--- src/rtl/fxp_pkg.sv ---
// Fixed-point number format and sequencing state encoding shared by the mul and div blocks.
package fxp_pkg;
  localparam int FXP_WIDTH = 24;
  localparam int FXP_FRAC  = 12;
  localparam logic [FXP_WIDTH-2:0] FXP_MAG_MAX = 23'h7FFFFF;

  typedef enum logic [2:0] {
    ST_IDLE   = 3'd0,
    ST_LOAD   = 3'd1,
    ST_DIV    = 3'd2,
    ST_OUT    = 3'd3,
    ST_FINISH = 3'd4
  } fxp_state_t;
endpackage

--- src/rtl/fxp_div.sv ---
// Sign-magnitude fixed-point restoring divider, one quotient bit per clock,
// saturating with err on divide-by-zero or quotient overflow.
//
// state  | meaning
// IDLE   | waiting for en; operands captured on the accepting edge
// LOAD   | unpack signs/magnitudes, clear remainder and iteration count
// DIV    | one compare-subtract iteration per cycle, dividend MSB first
// OUT    | saturate or pack the quotient into out/err
// FINISH | done high for one cycle
module fxp_div
  import fxp_pkg::*;
#(
  parameter int WIDTH = FXP_WIDTH,
  parameter int FRAC  = FXP_FRAC
) (
  input  logic             clk,
  input  logic             rst,
  input  logic [WIDTH-1:0] a,
  input  logic [WIDTH-1:0] b,
  input  logic             en,
  output logic [WIDTH-1:0] out,
  output logic             done,
  output logic             err
);
  localparam int N  = WIDTH - 1 + FRAC;
  localparam int CW = $clog2(N);
  localparam logic [CW-1:0] LAST = CW'(N - 1);

  fxp_state_t       state_q, state_d;
  logic [WIDTH-1:0] a_q, b_q;
  logic             sign, dz;
  logic [N-1:0]     d, q;
  logic [WIDTH-2:0] m;
  logic [WIDTH-1:0] r, r_sh;
  logic [CW-1:0]    cnt;
  logic             ge;
  logic             ovf;

  // r stays below m, so its top bit is always clear; folding it into ge keeps
  // the step correct even if that invariant were ever broken.
  assign r_sh = {r[WIDTH-2:0], d[N-1]};
  assign ge   = r[WIDTH-1] | (r_sh >= {1'b0, m});
  assign ovf  = |q[N-1:WIDTH-1];

  always_ff @(posedge clk or posedge rst) begin
    if (rst) state_q <= ST_IDLE;
    else     state_q <= state_d;
  end

  always_comb begin
    state_d = state_q;
    done    = 1'b0;
    case (state_q)
      ST_IDLE:   if (en) state_d = ST_LOAD;
      ST_LOAD:   state_d = ST_DIV;
      ST_DIV:    if (cnt == LAST) state_d = ST_OUT;
      ST_OUT:    state_d = ST_FINISH;
      ST_FINISH: begin
        done    = 1'b1;
        state_d = ST_IDLE;
      end
      default:   state_d = ST_IDLE;
    endcase
  end

  always_ff @(posedge clk or posedge rst) begin
    if (rst) begin
      a_q  <= '0;
      b_q  <= '0;
      sign <= 1'b0;
      dz   <= 1'b0;
      d    <= '0;
      q    <= '0;
      m    <= '0;
      r    <= '0;
      cnt  <= '0;
      out  <= '0;
      err  <= 1'b0;
    end else begin
      case (state_q)
        ST_IDLE: if (en) begin
          a_q <= a;
          b_q <= b;
        end
        ST_LOAD: begin
          sign <= a_q[WIDTH-1] ^ b_q[WIDTH-1];
          d    <= {a_q[WIDTH-2:0], {FRAC{1'b0}}};
          m    <= b_q[WIDTH-2:0];
          dz   <= (b_q[WIDTH-2:0] == '0);
          r    <= '0;
          q    <= '0;
          cnt  <= '0;
        end
        ST_DIV: begin
          r   <= ge ? (r_sh - {1'b0, m}) : r_sh;
          q   <= {q[N-2:0], ge};
          d   <= {d[N-2:0], 1'b0};
          cnt <= cnt + 1'b1;
        end
        ST_OUT: begin
          if (dz || ovf) begin
            out <= {sign, {(WIDTH-1){1'b1}}};
            err <= 1'b1;
          end else begin
            out <= {sign, q[WIDTH-2:0]};
            err <= 1'b0;
          end
        end
        default: ;
      endcase
    end
  end
endmodule

--- config.mk ---
export PLATFORM = sky130hd
export DESIGN_NAME = fxp_div
export DESIGN_NICKNAME = d
export VERILOG_FILES = /design/src/rtl/fxp_pkg.sv /design/src/rtl/fxp_div.sv
export SDC_FILE = /design/constraint.sdc
export NUM_CORES = 1
export LEC_CHECK = 0
export CAP_MARGIN = 20
export CORE_MARGIN = 5
export CORE_UTILIZATION = 45
export CTS_CLUSTER_DIAMETER = 100
export DETAILED_ROUTE_END_ITERATION = 7
export REMOVE_ABC_BUFFERS = 1
export SLEW_MARGIN = 20
export SYNTH_ARGS = -nofsm -noshare
export SYNTH_HDL_FRONTEND = slang
export SYNTH_SLANG_ARGS = --single-unit
export TNS_END_PERCENT = 30
--- constraint.sdc ---
create_clock -name clk -period 6.5 [get_ports clk]
set_clock_uncertainty 0.05 [all_clocks]
set_input_delay 0.65 -clock clk [delete_from_list [all_inputs] [get_ports clk]]
set_output_delay 0.65 -clock clk [all_outputs]
set_load 0.03 [all_outputs]
=== Word level (Yosys, flattened, before mapping) ===
Index checks and enable logic that the tools add are counted.

* Input port bits: 51
* Flip-flop bits (word level): 201
* Output and inout bits: 26
* Logic and storage cells: 42

* Add/subtract/negate cells: 2
* Equality and inequality tests: 7
* $lt $le $gt $ge: 1
* Reductions and logical operators: 7
* Multiplexer cells: 11
* Bitwise gates (word level): 2

{| class="wikitable"
|+ Operators by type and width
! kind !! number
|-
| 35-bit one-hot mux with 2 select lines || 2
|-
| 24-bit one-hot mux with 2 select lines || 1
|-
| 24-bit by 23-bit >= comparator with 1-bit output || 1
|-
| 24-bit two-way mux || 1
|-
| 24-bit by 23-bit subtractor with 24-bit output || 1
|-
| 23-bit zero test || 1
|-
| 23-bit two-way mux || 1
|-
| 3-bit one-hot mux with 4 select lines || 1
|-
| 6-bit one-hot mux with 2 select lines || 1
|-
| 12-bit OR reduction || 1
|-
| 6-bit by 1-bit adder with 6-bit output (second input constant) || 1
|-
| 3-bit by 2-bit equality test with 1-bit output (second input constant) || 2
|-
| 6-bit equality test (second input constant) || 1
|-
| 3-bit two-way mux || 2
|-
| 2-bit != test (second input constant) || 2
|-
| 2-bit AND reduction || 2
|-
| 3-bit by 1-bit equality test with 1-bit output (second input constant) || 1
|-
| 3-bit equality test (second input constant) || 1
|-
| 3-bit zero test || 1
|-
| 1-bit two-way mux || 2
|-
| 2-bit nonzero test || 1
|-
| 1-bit logical OR || 1
|-
| 1-bit bitwise OR || 1
|-
| 1-bit XOR || 1
|}

=== Depth between registers and ports, before layout ===
Gate-level depths: netlist (run 1).

* Word-level depth: 4
* Depth in mapped cells: 12

=== Worst setup path before layout (run 1) ===
OpenSTA, ideal clock, no wires.

* Path kind: flip-flop to flip-flop
* Start point: register d[34]
* End point: register r[9]
* Data required time: 6.313 ns
* Arrival time: 2.393 ns
* Slack: 3.920 ns
* Cell stages (with the launch flop): 13
* Path buffers: 1
* Cell sequence: dfrtp_1 inv_1 ha_1 inv_1 fa_1 nand3_1 a21oi_1 o31ai_2 nand4_2 a31oi_4 buf_8 mux2i_1 o22ai_1

* Longest elaborated chain between the ends: 4
* Elaborated cells on any way between the ends: 5
* Classes of those cells: add/sub (1); order compare (1); mux (2); bitwise (1)

{| class="wikitable"
|+ RTL lines
! item !! line !! source
|-
| from (decl) || fxp_div.sv:32 || <nowiki>logic [N-1:0] d, q;</nowiki>
|-
| from (signal assigned) || fxp_div.sv:87 || <nowiki>d <= {a_q[WIDTH-2:0], {FRAC{1'b0}}};</nowiki>
|-
| from (signal assigned) || fxp_div.sv:97 || <nowiki>d <= {d[N-2:0], 1'b0};</nowiki>
|-
| 24-bit by 23-bit >= comparator with 1-bit output || fxp_div.sv:42 || <nowiki>assign ge = r[WIDTH-1] | (r_sh >= {1'b0, m});</nowiki>
|-
| 1-bit bitwise OR || fxp_div.sv:42 ||
|-
| 24-bit two-way mux * || fxp_div.sv:95 || <nowiki>r <= ge ? (r_sh - {1'b0, m}) : r_sh;</nowiki>
|-
| 24-bit one-hot mux with 2 select lines * || fxp_div.sv:80 || <nowiki>case (state_q)</nowiki>
|-
| to (signal assigned) || fxp_div.sv:95 ||
|-
| to (decl) || fxp_div.sv:34 || <nowiki>logic [WIDTH-1:0] r, r_sh;</nowiki>
|}

Every way passes the cells marked *; elsewhere a longest branch is shown, timed or not.
A chain may end at the register's enable or synchronous reset.

=== Worst setup path after layout (run 1) ===
* Start point: register d[34]
* End point: register r[23]

Same word-level chain as after synthesis.

==> out/metrics.json, run 1 <==
{
  "fp.dieArea": {"value": 22230, "unit": "µm²"},
  "cts_max_path_buffers": {"value": 2},
  "row_count": {"value": 50},
  "cts_tree": {"value": "yes"},
  "cts_made_buffers": {"value": 17},
  "grt_max_degree": {"value": 72},
  "rr_startpoint": {"value": "d[34]$_DFFE_PP0P_"},
  "detail_route.drc_violations": {"value": 0},
  "hp-class": {"value": "reg2reg"},
  "design.final.nets": {"value": 927},
  "pwr_density_cell": {"value": 577.2, "unit": "nW/µm²"},
  "synth.cell_area": {"value": 8707, "unit": "µm²"},
  "hold-path-cell-count": {"value": 2},
  "vias_in_the_first_global_route": {"value": 6311},
  "ys_seq_area_share": {"value": 54.32, "unit": "%"},
  "core-area": {"value": 18890, "unit": "µm²"},
  "cts.sinks": {"value": 189},
  "final_cells": {"value": 1123},
  "drive_gt1_share": {"value": 11.70, "unit": "%"},
  "flow.area_growth_from_synthesis": {"value": 18.15, "unit": "%"},
  "worst_slew_margin_rel": {"value": 28.00, "unit": "%"},
  "critical_path_peak_fanout": {"value": 18},
  "gp_congestion": {"value": 0.9114},
  "worstHoldEndpoint": {"value": "d[24]$_DFFE_PP0P_"},
  "setup_slack_at_placement": {"value": 3.104, "unit": "ns"},
  "detail_route.wirelength": {"value": 18800, "unit": "µm"},
  "final_cell_area": {"value": 10290, "unit": "µm²"},
  "worst-endpoint-arrival": {"value": 3.43, "unit": "ns"},
  "globalRouteMet3Util": {"value": 3.525, "unit": "%"},
  "post_cts_hold_buffer_count": {"value": 0},
  "worstMarginPinSlew": {"value": 1.078, "unit": "ns"},
  "timing_worst_setup_path_type": {"value": "reg2reg"},
  "report.final.hold_viol_count": {"value": 0},
  "use_met1": {"value": 24.75, "unit": "%"},
  "switching_share": {"value": 41.38, "unit": "%"},
  "fillCellCount": {"value": 1678},
  "worst-r2r-cell-count": {"value": 12},
  "comb_power_share": {"value": 50.1, "unit": "%"},
  "grt.busiest_layer": {"value": "met2"},
  "utilization": {"value": 54.45, "unit": "%"},
  "wl_per_cell": {"value": 16.74, "unit": "µm"},
  "timing.final.setup_violations": {"value": 0},
  "die_y": {"value": 149.1, "unit": "µm"},
  "max_freq": {"value": 314.2, "unit": "MHz"},
  "netlist_instances": {"value": 791},
  "dpl.hpwl": {"value": 12380, "unit": "µm"},
  "power_frac_clock": {"value": 17.1, "unit": "%"},
  "grt_use_met2": {"value": 28.02, "unit": "%"},
  "viasPerCell": {"value": 5.545},
  "h_tree_depth_reported_by_cts": {"value": 4},
  "port_buffers": {"value": 76},
  "placed_area": {"value": 9668, "unit": "µm²"},
  "antenna_cells_inserted": {"value": 0},
  "yosys_warnings": {"value": 0},
  "finalCritPeriodShare": {"value": 48.97, "unit": "%"},
  "holdCritStartpoint": {"value": "d[24]$_DFFE_PP0P_"},
  "grt_setup_unrepaired": {"value": "false"},
  "type_of_element_capturing_the_critical_path": {"value": "flip-flop"},
  "timing.critical_path.slowest_stage_cell": {"value": "a31oi_4"},
  "period_minus_slack": {"value": 3.183, "unit": "ns"},
  "synth_flop_cell": {"value": "dfrtp_1"},
  "worst-endpoint-required": {"value": 6.74, "unit": "ns"},
  "wire_length_of_the_first_global_routing_pass": {"value": 31980, "unit": "µm"},
  "floorplan.io_pins": {"value": 77},
  "global_route.usage.total": {"value": 17.74, "unit": "%"},
  "cts_post_setup_buffers_inserted": {"value": 0},
  "cp_slowest_stage_delay": {"value": 0.48, "unit": "ns"},
  "p_leak": {"value": 4.608, "unit": "nW"},
  "timing.max_cap.violations": {"value": 0},
  "cell_internal_pwr": {"value": 3.481, "unit": "mW"},
  "antenna_found_initial": {"value": 0},
  "net-switching-power": {"value": 2.457, "unit": "mW"},
  "die_width": {"value": 149.1, "unit": "µm"},
  "dpl.cell_count": {"value": 1089},
  "r2r_slack": {"value": 3.32, "unit": "ns"},
  "async_flop_share": {"value": 100.0, "unit": "%"},
  "dr_total_vias": {"value": 6227},
  "seq_power_share": {"value": 32.8, "unit": "%"},
  "path_clk_slew": {"value": 0.07, "unit": "ns"},
  "crit_chain": {"value": "inv_1 > ha_1 > inv_1 > fa_1 > nand3_1 > a21oi_1 > o31ai_2 > nand4_2 > a31oi_4 > buf_16 > nand2b_1 > o21ai_0"},
  "ant_nets": {"value": 0},
  "worst_r2r_endpoint": {"value": "r[23]$_DFFE_PP0P_"},
  "clock_tree.root_cell": {"value": "clkbuf_16"},
  "slew_violations": {"value": 0},
  "max-vdd-ir-drop": {"value": 203.9, "unit": "µV"},
  "clock_insertion_delay_worst_skew": {"value": 0.43, "unit": "ns"},
  "netlist-cell-type-count": {"value": 59},
  "floorplan.initialDensity": {"value": 46.09, "unit": "%"},
  "setup.worst_path.start_class": {"value": "flip-flop"},
  "power": {"value": 5.938, "unit": "mW"},
  "global_route.overflow_total": {"value": 0},
  "synth_edf_count": {"value": 0},
  "first_drt_pass_iteration_count": {"value": 4},
  "cts-resized-gates": {"value": 0},
  "critical_path.most_common_cell": {"value": "inv_1"},
  "final.setup.worst_slack": {"value": 3.317, "unit": "ns"},
  "yosys_register_bits": {"value": 189},
  "syn-mean-instance-area": {"value": 11.01, "unit": "µm²"},
  "drt_first_iter_violations": {"value": 431},
  "run_status": {"value": "finished clean"}
}
[synthesized netlist by cell type, drive strengths merged, types with 17 or more instances]
| cell type | n | area share [%] |
|---|---|---|
| dfrtp | 189 | 54 |
| mux2i | 17 | 2.0 |
| a21oi | 29 | 1.8 |
| ha | 25 | 3.6 |
| nor2 | 20 | 0.86 |
| mux2 | 49 | 6.3 |
| clkbuf | 33 | 1.4 |
| a22oi | 22 | 1.9 |
| o22a | 23 | 2.3 |
| inv | 36 | 1.6 |
| nand2 | 109 | 4.7 |
| a22o | 37 | 3.7 |
| o21ai | 58 | 3.3 |
[power by group through the flow]
stage	Combinational (mW)	Sequential (mW)	Clock (mW)
after detailed placement	2.93	1.97	0
final	2.97	1.95	1.02
after CTS	2.94	1.95	1.05
after floorplan	2.05	2.04	0
after global placement	2.84	1.95	0
after global routing	3.29	2.01	1.09
[worst max-delay path: cells and delay by family, from the launching register on]
kind | cells | cell delay, ns
compound gates | 4 | 1.07
simple gates | 3 | 0.60
fa+ha+maj | 2 | 0.57
buf+inv | 3 | 0.38
flops | 1 | 0.37
[metrics by stage]
stage               setup TNS [ns]  hold WS (ns)
floorplan                  -100.91        0.3918
global placement                 0        0.4095
detailed placement               0        0.4126
CTS                              0        0.4342
global route                     0        0.4529
finish                           0        0.4321
[cell usage in the layout, fill, tap and decap left out, drive strengths merged, types with 2 or more instances in the layout]
cell type      instances
a211o                  3
a211oi                 3
a21o                   9
a21oi                 29
a22o                  37
a22oi                 22
a31oi                  4
a32oi                  8
and2                   4
and3                   6
buf                    9
clkbuf                19
clkdlybuf4s50         76
clkinv                 8
clkinvlp               2
dfrtp                189
ha                    25
inv                   38
mux2                  49
mux2i                 17
nand2                109
nand2b                 5
nand3                  7
nand3b                 2
nand4                 12
nor2                  20
nor3                   8
nor3b                  5
nor4                   7
o211ai                 3
o21a                   3
o21ai                 58
o21bai                 3
o22a                  23
o22ai                  2
o31ai                  3
or3                    3
xnor2                 12
xor2                   7
[cells by family after synthesis]
logic type      share of synthesized area [%]
mux                                     8.291
xor+xnor                                1.911
compound gates                          17.40
simple gates                            10.43
buf+inv                                 3.822
flops                                   54.32
fa+ha+maj                               3.822
[layer usage]
metal | vias up | part of all wire [%]
met3 | 31 | 4.6
met1 | 3077 | 48
met5 | - | 0
li1 | 2974 | -
met4 | 0 | 2.1
met2 | 145 | 46
[flip-flops by register name (all words and copies together), names as in the netlist, 3 cells and up]
register	count
a_q	24
cnt	6
m	23
q	35
r	24
d	23
state_q	3
out	24
b_q	24
[worst max-delay path by stage]
stage	start	end	depth (start not counted)
detailed placement	d[34]$_DFFE_PP0P_	r[23]$_DFFE_PP0P_	11
finish	d[34]$_DFFE_PP0P_	r[23]$_DFFE_PP0P_	12
CTS	d[34]$_DFFE_PP0P_	r[23]$_DFFE_PP0P_	11
global route	d[34]$_DFFE_PP0P_	r[23]$_DFFE_PP0P_	12
global placement	d[34]$_DFFE_PP0P_	r[21]$_DFFE_PP0P_	11
floorplan	state_q[1]$_DFFE_PP0P_	r[19]$_DFFE_PP0P_	4
[layout make-up]
class                      instances  area (µm²)  area share (%)
sequential                       189        4730           45.97
clock buffer                      19       442.9           4.306
timing repair buffer              85       852.1           8.283
multi-input combinational        521        3660           35.58
tap                              260       325.3           3.162
clock inverter                    13       137.6           1.338
inverter                          36       140.1           1.362
Note: power is estimated with default switching activity, not from simulation.
==> run 2, diff against run 1 <==
--- a/config.mk
+++ b/config.mk
@@ -10,6 +10,7 @@
 export CORE_UTILIZATION = 45
 export CTS_CLUSTER_DIAMETER = 100
 export DETAILED_ROUTE_END_ITERATION = 7
+export PLACE_DENSITY = 0.67
 export REMOVE_ABC_BUFFERS = 1
 export SLEW_MARGIN = 20
 export SYNTH_ARGS = -nofsm -noshare
==> constraint.sdc (replaced) <==
create_clock -name clk -period 2.7 [get_ports clk]
set_clock_uncertainty 0.05 [all_clocks]
set_input_delay 0.27 -clock clk [delete_from_list [all_inputs] [get_ports clk]]
set_output_delay 0.27 -clock clk [all_outputs]
set_load 0.03 [all_outputs]
==> out/metrics.json, run 2 (synthesized netlist as in run 1, its figures left out) <==
{
  "type_of_element_capturing_the_critical_path": {"value": "flip-flop"},
  "mostFrequentLayoutCell": {"value": "dfrtp_1"},
  "clock_insertion_delay_worst_skew": {"value": 0.43, "unit": "ns"},
  "cts_tree": {"value": "yes"},
  "wire_length_of_the_first_global_routing_pass": {"value": 31440, "unit": "µm"},
  "report.final.hold_viol_count": {"value": 0},
  "utilization": {"value": 55.95, "unit": "%"},
  "dpl.cell_count": {"value": 1105},
  "row_count": {"value": 50},
  "global_route.usage.total": {"value": 17.35, "unit": "%"},
  "h_tree_depth_reported_by_cts": {"value": 4},
  "run_status": {"value": "finished clean"},
  "p_leak": {"value": 4.736, "unit": "nW"},
  "timing.max_cap.violations": {"value": 0},
  "cp_slowest_stage_delay": {"value": 0.41, "unit": "ns"},
  "worstMarginPinSlew": {"value": 0.7594, "unit": "ns"},
  "timing.critical_path.buf_inv": {"value": 3},
  "max-vdd-ir-drop": {"value": 728.6, "unit": "µV"},
  "drt_first_iter_violations": {"value": 441},
  "crit_chain": {"value": "inv_2 > ha_4 > inv_2 > fa_2 > nand3_4 > a21oi_4 > o31ai_4 > nand4_2 > a31oi_4 > buf_8 > mux2i_1 > a22o_1"},
  "timing_worst_setup_path_type": {"value": "reg2reg"},
  "grt_setup_unrepaired": {"value": "true"},
  "antenna_found_initial": {"value": 0},
  "setup_slack_at_placement": {"value": -0.05875, "unit": "ns"},
  "finalCritPeriodShare": {"value": 98.53, "unit": "%"},
  "global_route.overflow_total": {"value": 0},
  "wl_per_cell": {"value": 16.28, "unit": "µm"},
  "fin_worst_hold_slack": {"value": 0.2315, "unit": "ns"},
  "fillCellCount": {"value": 1677},
  "worst_slew_margin_rel": {"value": 48.91, "unit": "%"},
  "clock_tree.root_cell": {"value": "clkbuf_16"},
  "dpl.hpwl": {"value": 12550, "unit": "µm"},
  "core-area": {"value": 18890, "unit": "µm²"},
  "max_freq": {"value": 375.9, "unit": "MHz"},
  "pwr_density_cell": {"value": 1405, "unit": "nW/µm²"},
  "detail_route.wirelength": {"value": 18640, "unit": "µm"},
  "detail_route.drc_violations": {"value": 0},
  "worst-endpoint-arrival": {"value": 2.98, "unit": "ns"},
  "cts_made_buffers": {"value": 17},
  "path_clk_slew": {"value": 0.08, "unit": "ns"},
  "critical_path_peak_fanout": {"value": 8},
  "slew_violations": {"value": 0},
  "port_buffers": {"value": 76},
  "largest_register_ffs": {"value": 35},
  "drive_gt1_share": {"value": 15.25, "unit": "%"},
  "final_cells": {"value": 1145},
  "timing.final.setup_violations": {"value": 0},
  "worst-endpoint-required": {"value": 3.02, "unit": "ns"},
  "setup.worst_path.start_class": {"value": "flip-flop"},
  "fp.dieArea": {"value": 22230, "unit": "µm²"},
  "cts.sinks": {"value": 189},
  "timing.critical_path.slowest_stage_cell": {"value": "fa_2"},
  "max_flop_register": {"value": "q"},
  "die_y": {"value": 149.1, "unit": "µm"},
  "final.setup.worst_slack": {"value": 0.03970, "unit": "ns"},
  "floorplan.initialDensity": {"value": 46.09, "unit": "%"},
  "vias_in_the_first_global_route": {"value": 6199},
  "floorplan.io_pins": {"value": 77},
  "first_drt_pass_iteration_count": {"value": 5},
  "viasPerCell": {"value": 5.484},
  "period_minus_slack": {"value": 2.660, "unit": "ns"},
  "die_width": {"value": 149.1, "unit": "µm"},
  "ant_nets": {"value": 0},
  "cp_top_family": {"value": "compound AO/OA/AOI/OAI gates"},
  "antenna_cells_inserted": {"value": 0},
  "hp-class": {"value": "in2async"},
  "dr_total_vias": {"value": 6279},
  "critical_path.most_common_cell": {"value": "inv_2"},
  "commonest_non_fill_non_tap_cells_in_the_layout": {"value": "189 x dfrtp_1, 109 x nand2_1, 76 x clkdlybuf4s50_1"},
  "grt_max_degree": {"value": 78},
  "flow.area_growth_from_synthesis": {"value": 21.40, "unit": "%"},
  "gp_congestion": {"value": 0.8767},
  "design.final.nets": {"value": 949},
  "cts_max_path_buffers": {"value": 2}
}
-- run 2: cell types whose count changed in the layout (fill, tap and decap cells not counted), sizes merged --
| cell | delta |
|---|---|
| clkbuf | -2 |
| bufinv | -1 |
| clkinv | -2 |
| inv | +6 |
| buf | +22 |
| clkinvlp | -1 |
-- run 2: area by class of cell --
class / instances / area [µm²] / share of cell area [%]
Clock buffer: 17 / 425.4 / 4.025
Clock inverter: 15 / 167.7 / 1.586
Inverter: 36 / 142.6 / 1.349
Multi-Input combinational cell: 521 / 3724 / 35.23
Sequential cell: 189 / 4730 / 44.74
Tap cell: 260 / 325.3 / 3.078
Timing Repair Buffer: 107 / 1056 / 9.991
-- run 2: path summary, 6_finish.rpt --
path                       depth (start not counted)  slack, ns                  end               from
max                                               12       0.04     r[0]$_DFFE_PP0P_  d[34]$_DFFE_PP0P_
min                                                2       0.23  a_q[13]$_DFFE_PP0P_                rst
max reg2reg                                       12       0.04     r[0]$_DFFE_PP0P_  d[34]$_DFFE_PP0P_
min reg2reg                                        2       0.43     sign$_DFFE_PP0P_   sign$_DFFE_PP0P_
max in group asynchronous                          3       1.69    m[22]$_DFFE_PP0P_                rst
min in group clk                                   2       0.39   b_q[7]$_DFFE_PP0P_               b[7]
-- run 2: layer usage --
metal  wire length (µm)  vias to the layer above  GRT usage (%)
li1                   -                     3013              -
met1               8846                     3089          24.95
met2               8423                      154          26.18
met3               1007                       23          3.981
met4                359                        0          5.538
met5                  0                        -              0
-- run 2: stage by stage --
step	power, mW	instance area, µm²	TNS, ns
after floorplan	9.812	8509	-990.66
after global placement	11.88	9841	0
after detailed placement	12.03	9841	-0.2203
after CTS	14.65	10460	-0.02025
after global routing	15.94	10570	-0.6277
final	14.85	10570	0
-- run 2: report_power, final --
group          switching (mW)  internal [mW]
Sequential              0.715           3.97
Clock                    1.24           1.25
Combinational            4.22           3.46
Total                    6.17           8.68
-- run 2: timing repair --
item	in CTS	in global routing
pin swaps	1	9
resized for setup	5	18
setup endpoints to repair	22	25
setup buffers	1	5
cloned	0	2
hold buffers	0	0
==> RTL edit 1 (settings of run 1) <==
Re-encode `fxp_state_t` (5 states) as Gray code, 3 bits wide.
--- a/src/rtl/fxp_pkg.sv
+++ b/src/rtl/fxp_pkg.sv
@@ -5,11 +5,11 @@
   localparam logic [FXP_WIDTH-2:0] FXP_MAG_MAX = 23'h7FFFFF;
 
   typedef enum logic [2:0] {
-    ST_IDLE   = 3'd0,
-    ST_LOAD   = 3'd1,
-    ST_DIV    = 3'd2,
-    ST_OUT    = 3'd3,
-    ST_FINISH = 3'd4
+    ST_IDLE   = 3'b000,
+    ST_LOAD   = 3'b001,
+    ST_DIV    = 3'b011,
+    ST_OUT    = 3'b010,
+    ST_FINISH = 3'b110
   } fxp_state_t;
 endpackage
 
Behaviour: no difference found for any inputs over 10 cycles, from zero or initial values and one cycle with rst high; not proved beyond that.
==> RTL edit 1 against run 1 <==
Setup slack better by 190 ps; power is 0.66% higher; cell area is 2.7% higher; area after synthesis is 4.3% higher; non-clock buffer count stayed put; synthesized cell count is 8.6% higher; clock power hardly changed; largest power group unchanged; wire length is 1.0% lower; via count is 1.2% higher; sequential cell count stayed put; sequential share of layout area is 1.2 points lower; sequential power is 4% higher.
==> RTL edit 1: results (changes against run 1) <==
outcome=finished, final reports clean; total number of vias=6303 (+1.2%); number of violations reported at the end of detailed-routing iteration 0=382 (-11%); Hold Worst Slack=421 ps (-11.6 ps); unique cell type count in the Yosys netlist=62 (+5.1%); register ranked first by flip-flop count=q; number of port buffers=76 (unchanged); Longest Clk Path Bufs=2 (unchanged); worst supply voltage drop on vdd=0.000203 V (-0.23%); net total in the final layout=988 (+6.6%); GRT Overall Usage=0.165 (-0.0123); Post-Place Cell Area=0.00998 mm^2 (+3.2%); number of global-route vias before repair=6167 (-2.3%); total half-perimeter wirelength after legalization and detailed placement=12100 um (-2.5%); number of filler cells placed in the layout=1896 (+13%); Crit path largest cell delay=400 ps (-80 ps); routability congestion estimate from global placement=0.838 (-8.0%); met3 wire len=750 um (-12%); Skew-Pair Late Insertion Delay=430 ps (about the same); origin of the worst min-delay path=q[34]; pin count of the biggest net entering global routing=138 (+92%); top post-synthesis cells by area=sky130_fd_sc_hd__dfrtp_1 (52%), sky130_fd_sc_hd__nand2_1 (6.6%), sky130_fd_sc_hd__mux2_2 (6.2%), sky130_fd_sc_hd__mux2i_1 (4.1%), sky130_fd_sc_hd__ha_1 (3.4%); sequential share of the synthesized area=0.521 (-0.0226); leakage power figure=4.72 nW (+2.4%); number of instances in the placed design=1162 (+6.7%); post-synthesis instance total=859 (+8.6%); destination of the worst register-to-register timing path=r[9]; r2r setup slk=3510 ps (+190 ps); critical register-to-register path startpoint=d[34]; capture endpoint of the worst hold path=q[34]; library cell with the highest instance count after synthesis=sky130_fd_sc_hd__dfrtp_1; Final Routed Wirelength=18600 um (-1.0%); via count normalized by instance count=5.28 (-4.8%); cell chosen for the clock root=sky130_fd_sc_hd__clkbuf_16; share of post-route cells with drive strength above 1=0.139 (+0.0215); slowest cell on the critical path=sky130_fd_sc_hd__fa_1; CTS Buf Count=17 (unchanged); routed length on met1=9250 um (+3.4%); wire length of the first global-routing pass=32100 um (+0.26%); met2 routed wirelength=8400 um (-2.4%); Data arrival, critical path=3230 ps (-200 ps); proportion of total power due to net switching=0.421 (+0.00695); Detailed Routing Iterations Pass 1=5 (+1); Least-Margin Pin Slew=966 ps (-112 ps); top post-synthesis cells by count=sky130_fd_sc_hd__dfrtp_1 (189), sky130_fd_sc_hd__nand2_1 (159), sky130_fd_sc_hd__o21ai_0 (62), sky130_fd_sc_hd__mux2_2 (50), sky130_fd_sc_hd__nand3_1 (46); Crit Path Max Fanout=15 (-3)
## RTL edit 1: cell count changes in the layout (fill, tap and decap cells not counted), sizes merged, moves of 5 or more
cell and change:
a22o -33, a22oi -20, a32oi -5, mux2i +20, nand2 +50, nand3 +40, nand4 -5, o211ai +6
o21ai +23
## RTL edit 1: tightest hold or removal path: cells and delay by family, from the launching register on
| kind | cells | cell delay, ps |
|---|---|---|
| flip-flops | 1 | 340 |
| AND/OR/NAND/NOR | 2 | 100 |
## RTL edit 1: layer usage
layer / vias up / track usage
met5: - / 0
met3: 15 / 0.0364
met1: 3056 / 0.242
li1: 3123 / -
met2: 109 / 0.251
met4: 0 / 0.0424
## RTL edit 1: kinds of logic after synthesis
logic type | synth area share
AOI/OAI and AO/OA | 0.136
xor gates and xnor gates | 0.0193
DFF | 0.521
and+or+nand+nor | 0.139
adders and majority gates | 0.0366
buffers and inverters | 0.0456
muxes | 0.103
## RTL edit 1: power groups by stage
stage          sequential [mW]  clock [mW]  combinational (mW)
6_report                  2.02        1.02                2.94
5_1_grt                   2.09        1.10                3.28
4_1_cts                   2.02        1.05                2.96
3_5_place_dp              2.04           0                2.95
3_3_place_gp              2.04           0                2.91
2_1_floorplan             2.09           0                2.13
## RTL edit 1: layout make-up
class | count | area (um^2) | area share
repair buffers | 85 | 836 | 0.0791
flip-flops and latches | 189 | 4730 | 0.448
clock buffers | 17 | 425 | 0.0403
multi-input cells | 590 | 3970 | 0.375
clock inverters | 15 | 155 | 0.0147
inverters | 28 | 113 | 0.0107
well taps | 270 | 338 | 0.0320
## RTL edit 1: how the worst max path moves through the flow
stage           from     end  slack (ps)  cells after the start
4_1_cts        d[34]    r[9]        3520                     12
2_1_floorplan    rst  a_q[0]         660                      1
5_1_grt        d[34]    r[3]        3300                     12
3_3_place_gp      en  b_q[8]        3570                      5
3_5_place_dp      en  a_q[6]        3510                      5
6_report       d[34]    r[9]        3510                     12
## RTL edit 1: per-stage QoR
stage | util | worst slack [ps]
after floorplan | - | 658
after global placement | 0.497 | 3570
after detailed placement | 0.498 | 3510
after CTS | 0.527 | 3520
after global routing | 0.527 | 3300
final | 0.527 | 3510
==> RTL edit 2 (flow settings as in run 1) <==
Made on the original files. Set the package constant `FXP_FRAC` to 6 (it was 12).
--- a/src/rtl/fxp_pkg.sv
+++ b/src/rtl/fxp_pkg.sv
@@ -1,7 +1,7 @@
 // Fixed-point number format and sequencing state encoding shared by the mul and div blocks.
 package fxp_pkg;
   localparam int FXP_WIDTH = 24;
-  localparam int FXP_FRAC  = 12;
+  localparam int FXP_FRAC  = 6;
   localparam logic [FXP_WIDTH-2:0] FXP_MAG_MAX = 23'h7FFFFF;
 
   typedef enum logic [2:0] {
Check against the original RTL: same outputs for any inputs over 10 cycles, from zero or initial values and one cycle with rst high; that may be too few to reach the edited logic, so the function may still have changed.
==> RTL edit 2 against run 1 <==
Power down 2.3%; cell area down 2.9%; sequential cell count down 7; via count down 3.4%; clock power up 5%; wire length down 4.5%; setup slack better by 130 ps; area after synthesis down 3.7%.
==> RTL edit 2: results (changes against run 1) <==
outcome=finished, final reports clean; Crit path largest cell delay=620 ps (+140 ps); Longest Clk Path Bufs=2 (unchanged); slowest cell on the critical path=sky130_fd_sc_hd__a211oi_4; pin count of the biggest net entering global routing=112 (+56%); number of cells upsized or downsized after cts=0 (unchanged); Post-Place Worst Slack=3460 ps (+352 ps); Detailed Routing Iterations Pass 1=5 (+1); worst supply voltage drop on vdd=0.000224 V (+9.7%); total half-perimeter wirelength after legalization and detailed placement=12000 um (-3.3%); routed len/inst=16.8 um (+0.33%); Syn Area/Cell=11.0 um^2 (about the same); Post-Place Cell Area=0.00935 mm^2 (-3.3%); Final Instance Count excl. Fillers=1069 (-4.8%); routability congestion estimate from global placement=0.915 (+0.39%); wire length of the first global-routing pass=31300 um (-2.3%); Crit Path Max Fanout=19 (+1); number of instances in the placed design=1037 (-4.8%); net total in the final layout=899 (-3.0%); number of flip-flops under the largest register name=29 (-17%); top post-synthesis cells by area=sky130_fd_sc_hd__dfrtp_1 (54%), sky130_fd_sc_hd__mux2_2 (6.6%), sky130_fd_sc_hd__nand2_1 (4.9%), sky130_fd_sc_hd__ha_1 (3.7%), sky130_fd_sc_hd__a22o_1 (3.1%); unique cell type count in the Yosys netlist=62 (+5.1%); sequential share of the synthesized area=0.543 (about the same); leakage power figure=4.42 nW (-4.0%); number of filler cells placed in the layout=1612 (-3.9%); via count normalized by instance count=5.62 (+1.4%); number of violations reported at the end of detailed-routing iteration 0=333 (-23%); CTS Buf Count=17 (unchanged); top post-synthesis cells by count=sky130_fd_sc_hd__dfrtp_1 (182), sky130_fd_sc_hd__nand2_1 (110), sky130_fd_sc_hd__mux2_2 (49), sky130_fd_sc_hd__o21ai_0 (48), sky130_fd_sc_hd__inv_1 (34); GRT Overall Usage=0.175 (-0.00246); Least-Margin Pin Slew=949 ps (-128 ps); number of global-route vias before repair=6319 (+0.13%); share of post-route cells with drive strength above 1=0.126 (+0.00871); area used by multi-input combinational logic=0.00355 mm^2 (-2.9%)
-- RTL edit 2: worst paths after layout --
kind                        from     end  slack, ps  cells after the start
max                        d[28]   r[14]       3440                     12
min                        d[27]   d[27]        430                      2
max reg2reg                d[28]   r[14]       3440                     12
min reg2reg                d[27]   d[27]        430                      2
max in group asynchronous    rst    r[6]       4270                      3
min in group asynchronous    rst  a_q[2]        720                      2
-- RTL edit 2: report_power, final --
part | switching, mW | internal (mW) | leakage [nW]
clock network | 0.472 | 0.597 | 0.305
logic | 1.66 | 1.18 | 1.83
registers | 0.286 | 1.61 | 2.28
-- RTL edit 2: tightest hold or removal path, cell delays in order, from the launching register on --
cell and delay (ps):
sky130_fd_sc_hd__dfrtp_1 340, sky130_fd_sc_hd__nand2_1 50, sky130_fd_sc_hd__nand2_1 60
-- RTL edit 2: kinds of logic (layout without fill, tap and decap cells) --
family | after synthesis | count (layout) | share of synthesized area
xor+xnor | 16 | 16 | 0.0167
flops | 182 | 182 | 0.543
buf+inv | 76 | 150 | 0.0361
simple gates | 189 | 189 | 0.103
compound gates | 213 | 213 | 0.184
mux | 59 | 59 | 0.0778
fa+ha+maj | 26 | 26 | 0.0397
-- RTL edit 2: layer usage --
metal / routed length (um) / track usage / vias to the layer above
met1: 8360 / 0.235 / 3005
met3: 680 / 0.0369 / 15
met2: 8720 / 0.290 / 111
li1: - / - / 2882
met5: 0 / 0 / -
met4: 198 / 0.0466 / 0
-- RTL edit 2: cell type report --
cell class / instances / area share
clock buffer: 18 / 0.0440
clock inverter: 14 / 0.0190
tap: 234 / 0.0293
multi-input combinational: 503 / 0.356
inverter: 34 / 0.0135
timing repair buffer: 84 / 0.0822
sequential: 182 / 0.456
